**config.mk**
```make
export PLATFORM = sky130hd
export DESIGN_NAME = jtag_confreg_bridge
export DESIGN_NICKNAME = d
export VERILOG_FILES = /design/src/rtl/jtag_confreg_bridge.sv
export SDC_FILE = /design/constraint.sdc
export NUM_CORES = 1
export LEC_CHECK = 0
export CORE_MARGIN = 5
export CORE_UTILIZATION = 25
export DETAILED_ROUTE_END_ITERATION = 12
export PLACE_DENSITY = 0.57
export SLEW_MARGIN = 20
export SYNTH_ARGS = -nofsm -noshare
export SYNTH_HDL_FRONTEND = slang
export SYNTH_SLANG_ARGS = --single-unit
```
**constraint.sdc**
```tcl
create_clock -name clk_i -period 4.1 [get_ports clk_i]
set_input_delay 0.82 -clock clk_i [delete_from_list [all_inputs] [get_ports clk_i]]
set_output_delay 0.82 -clock clk_i [all_outputs]
set_load 0.1 [all_outputs]
```
**src/rtl/jtag_confreg_bridge.sv**
```systemverilog
// Bridges the TCK-domain config register and FLL select into the SoC clock domain.
// Adds a glitch filter, a change-event handshake and a SoC-writable readback register.
module jtag_confreg_bridge #(
    parameter int unsigned SYNC_STAGES   = 2,
    parameter int unsigned STABLE_CYCLES = 4,
    parameter logic [8:0]  RESET_VALUE   = 9'h000
) (
    input  logic       clk_i,
    input  logic       rst_i,
    input  logic [7:0] jtag_reg_async_i,
    input  logic       jtag_fll_sel_async_i,
    output logic [7:0] reg_value_o,
    output logic       fll_sel_o,
    output logic       evt_valid_o,
    input  logic       evt_ready_i,
    output logic [8:0] evt_data_o,
    output logic       evt_overrun_o,
    input  logic       overrun_clr_i,
    input  logic       soc_wr_en_i,
    input  logic [7:0] soc_wr_data_i,
    output logic [7:0] soc_jtag_reg_o
);

    localparam int unsigned WORD_W = 9;
    localparam int unsigned CNT_W  = 8;
    localparam logic [CNT_W-1:0] CNT_LAST = CNT_W'(STABLE_CYCLES - 1);

    typedef enum logic {
        IDLE = 1'b0,
        QUAL = 1'b1
    } state_e;

    state_e              state_q, state_d;
    logic [WORD_W-1:0]   sync_ff [SYNC_STAGES];
    logic [WORD_W-1:0]   sync_q;
    logic [WORD_W-1:0]   cand_q, cand_d;
    logic [CNT_W-1:0]    cnt_q, cnt_d;
    logic [WORD_W-1:0]   committed_q;
    logic                commit_c;
    logic                overrun_set_c;
    logic                evt_valid_q;
    logic [WORD_W-1:0]   evt_data_q;
    logic                evt_overrun_q;
    logic [7:0]          soc_reg_q;

    assign sync_q = sync_ff[SYNC_STAGES-1];

    // Multi-stage synchronizer on all nine asynchronous bits.
    always_ff @(posedge clk_i) begin
        if (rst_i) begin
            for (int i = 0; i < SYNC_STAGES; i++) begin
                sync_ff[i] <= RESET_VALUE;
            end
        end else begin
            sync_ff[0] <= {jtag_fll_sel_async_i, jtag_reg_async_i};
            for (int i = 1; i < SYNC_STAGES; i++) begin
                sync_ff[i] <= sync_ff[i-1];
            end
        end
    end

    // Filter next-state: a value must be seen STABLE_CYCLES times in a row to commit.
    always_comb begin
        state_d  = state_q;
        cand_d   = cand_q;
        cnt_d    = cnt_q;
        commit_c = 1'b0;
        unique case (state_q)
            IDLE: begin
                if (sync_q != committed_q) begin
                    cand_d  = sync_q;
                    cnt_d   = CNT_W'(1);
                    state_d = QUAL;
                end
            end
            QUAL: begin
                if (sync_q != cand_q) begin
                    if (sync_q == committed_q) begin
                        state_d = IDLE;
                    end else begin
                        cand_d = sync_q;
                        cnt_d  = CNT_W'(1);
                    end
                end else if (cnt_q == CNT_LAST) begin
                    commit_c = 1'b1;
                    state_d  = IDLE;
                end else if (cnt_q < CNT_LAST) begin
                    cnt_d = cnt_q + CNT_W'(1);
                end
            end
            default: state_d = IDLE;
        endcase
    end

    always_ff @(posedge clk_i) begin
        if (rst_i) begin
            state_q     <= IDLE;
            cand_q      <= RESET_VALUE;
            cnt_q       <= '0;
            committed_q <= RESET_VALUE;
        end else begin
            state_q <= state_d;
            cand_q  <= cand_d;
            cnt_q   <= cnt_d;
            if (commit_c) begin
                committed_q <= cand_q;
            end
        end
    end

    // Overwriting an unaccepted event is the only overrun source.
    assign overrun_set_c = commit_c & evt_valid_q & ~evt_ready_i;

    always_ff @(posedge clk_i) begin
        if (rst_i) begin
            evt_valid_q   <= 1'b0;
            evt_data_q    <= RESET_VALUE;
            evt_overrun_q <= 1'b0;
        end else begin
            if (commit_c) begin
                evt_valid_q <= 1'b1;
                evt_data_q  <= cand_q;
            end else if (evt_valid_q && evt_ready_i) begin
                evt_valid_q <= 1'b0;
            end
            if (overrun_set_c) begin
                evt_overrun_q <= 1'b1;
            end else if (overrun_clr_i) begin
                evt_overrun_q <= 1'b0;
            end
        end
    end

    always_ff @(posedge clk_i) begin
        if (rst_i) begin
            soc_reg_q <= RESET_VALUE[7:0];
        end else if (soc_wr_en_i) begin
            soc_reg_q <= soc_wr_data_i;
        end
    end

    assign reg_value_o    = committed_q[7:0];
    assign fll_sel_o      = committed_q[8];
    assign evt_valid_o    = evt_valid_q;
    assign evt_data_o     = evt_data_q;
    assign evt_overrun_o  = evt_overrun_q;
    assign soc_jtag_reg_o = soc_reg_q;

endmodule

```
==> qor.yml <==
global_routing:
  grt_pass1_vias: 1307
  overflow: 0
  grtUsageTotal: 0.0783
  grt_first_pass_wirelength_um: 6260
  antenna_found_initial: 0
  grt_max_degree: 51
place:
  portBuffers: 49
  gp_congestion: 0.671
  placed_cell_area_mm2: 0.00260
  hpwl_um: 2770
  dp_cells: 334
detailed_routing:
  drt-initial-drc-count: 64
  wl_um: 3860
  ant_nets: 0
  viasPerCell: 3.96
  route.detailed.wl_per_inst_um: 11.3
  dr.pass1.iters: 4
  drc: 0
  dr_total_vias: 1355
sta:
  timing.final.crit_share: 0.658
  drv_slew: 0
  max_slew.worst_pin.slew_ns: 0.982
  finalSetupTns_ns: 0
  maxSlewHeadroom: 0.343
  rsz0062_at_grt: "no"
  fmax_mhz: 371
  period_needed_ns: 2.70
  skew_ns: 0.00446
  hold_viol_final: 0
  final-setup-viol-count: 0
setup_path:
  cp-start-kind: "register"
  critPathKind: "register to output port"
  critical_path.n_buffers_inverters: 1
  cp_slowest_cell: "clkdlybuf4s50_1"
  end_kind: "output port"
  r2r_start: "sync_ff[0][16]"
  crit_path_max_fanout: 4
  max_stage_delay_ns: 1.16
  worstPathArrival_ns: 1.88
  crit_path_start: "evt_data_o[3]"
  path_depth: 1
  crit_chain: "clkdlybuf4s50_1"
  cp_top_family: "buffers and inverters"
  crit_end: "reg_value_o[3]"
  cp.required_ns: 3.28
  reg2reg_depth: 6
  r2r-end: "evt_data_o[7]"
  r2r_setup_slack_ns: 2.08
clocking:
  clock-root-buffer: "clkbuf_8"
  cts_htree_levels: 2
  clock_path_buffers: 2
  cts_resized: 0
  cts_tree: "built"
  cts_hold_buf: 0
  clk_latency_ns: 0.30
  cts.sinks: 55
  clkTransAtPathRegs_ns: 0.09
  cts_setup_buffers: 0
  numCtsBuffers: 5
synthesis:
  synthesis.area_mm2: 0.00208
  syn_area_per_cell_um2: 10.6
  yosysUniqueCellTypes: 26
  netlist_instances: 196
  ys_warn_count: 0
  synth-seq-cells: 55
  ys_seq_area_frac: 0.529
  synth_fp_nets: 219
min_path:
  min_path_type: "register to register"
cells_and_area:
  layout_commonest_cell: "dfxtp_1"
  antenna_cells: 0
  stdcell_count: 342
  design.final.nets: 259
  synthToLayoutAreaGrowth_pct: 30.4
  final_layout_size_suffix_gt1_frac: 0.0675
  design_area_mm2: 0.00272
  final_cell_mix: "dfxtp_1 (55), clkdlybuf4s50_1 (48), nor2_1 (29)"
floorplan:
  die_area_mm2: 0.0103
  die_y_um: 101
  dieWidth_um: 101
  core-area_mm2: 0.00818
  pin_count: 50
  core.rowCount: 33
  start_util: 0.255
status:
  status: "completed"
power_and_ir_drop:
  leakage_nw: 1.13
  ir_drop_mv: 0.135
  p_per_area_mw_per_mm2: 394
flow_run:
  maxCapViolCount: 0
[worst min path at each step]
stage / start / to / slack (ns) / depth (start not counted)
2_1_floorplan: sync_ff[0][1] / sync_ff[0][10] / 0.41 / 1
3_3_place_gp: sync_ff[0][1] / sync_ff[0][10] / 0.42 / 1
3_5_place_dp: sync_ff[0][2] / sync_ff[0][11] / 0.42 / 1
4_1_cts: sync_ff[0][8] / sync_ff[0][17] / 0.45 / 1
5_1_grt: sync_ff[0][5] / sync_ff[0][14] / 0.47 / 1
6_report: sync_ff[0][8] / sync_ff[0][17] / 0.44 / 1
[synth_stat cells (all sizes together)]
master	count	area share
a211oi	1	0.0036
nand2	3	0.0054
a21oi	1	0.0024
nor4	3	0.015
a22oi	1	0.0036
nor2b	21	0.063
or4	1	0.0036
nor2	32	0.064
nand2b	1	0.0030
buf	11	0.041
dfxtp	55	0.53
and2	6	0.018
inv	1	0.0018
ha	1	0.0060
o22ai	1	0.0030
nor3	2	0.0072
nand4	3	0.0090
clkbuf	6	0.011
mux2i	28	0.13
xor2	7	0.029
xnor2	11	0.046
[per-stage QoR]
step	hold WS (ns)	util	setup slack (ns)	total power [mW]
global placement	0.420	0.318	1.74	0.715
detailed placement	0.421	0.318	1.73	0.718
global route	0.466	0.332	1.32	1.12
CTS	0.446	0.332	1.37	1.09
finish	0.441	0.332	1.40	1.07
floorplan	0.414	-	1.87	0.675
[layout make-up]
| cell class | instances | area, µm² |
|---|---|---|
| Fill cell | 873 | 5460 |
| Sequential cell | 55 | 1100 |
| Multi-Input combinational cell | 123 | 868 |
| Timing Repair Buffer | 50 | 493 |
| Tap cell | 105 | 131 |
| Clock buffer | 6 | 82.6 |
| Clock inverter | 2 | 35.0 |
| Inverter | 1 | 3.75 |
[power breakdown]
group	internal [mW]	switching [mW]	leakage (nW)
registers	0.553	0.0111	0.450
clock network	0.198	0.170	0.0612
logic	0.0586	0.0802	0.624
total	0.809	0.262	1.13
[state kept, by name, summed over array words and instances, names as in the netlist]
signal	flops
evt_data_o	9
cand_q	9
evt_overrun_o	1
cnt_q	8
state_q	1
evt_valid_o	1
soc_jtag_reg_o	8
sync_ff	18
[cell families after synthesis]
group | Yosys count | synth area share
flops | 55 | 0.529
xor+xnor | 18 | 0.0757
compound gates | 4 | 0.0126
buf+inv | 18 | 0.0541
fa+ha+maj | 1 | 0.00601
mux | 28 | 0.135
simple gates | 72 | 0.188
[metal layers]
metal  vias up  global-route usage  routed length (µm)
met5         -                   0                   0
met4         0              0.0307                  17
met3         3              0.0296                 333
met2        44               0.118                1700
met1       602               0.101                1810
li1        706                   -                   -
Power figures use the tool's default switching activity.
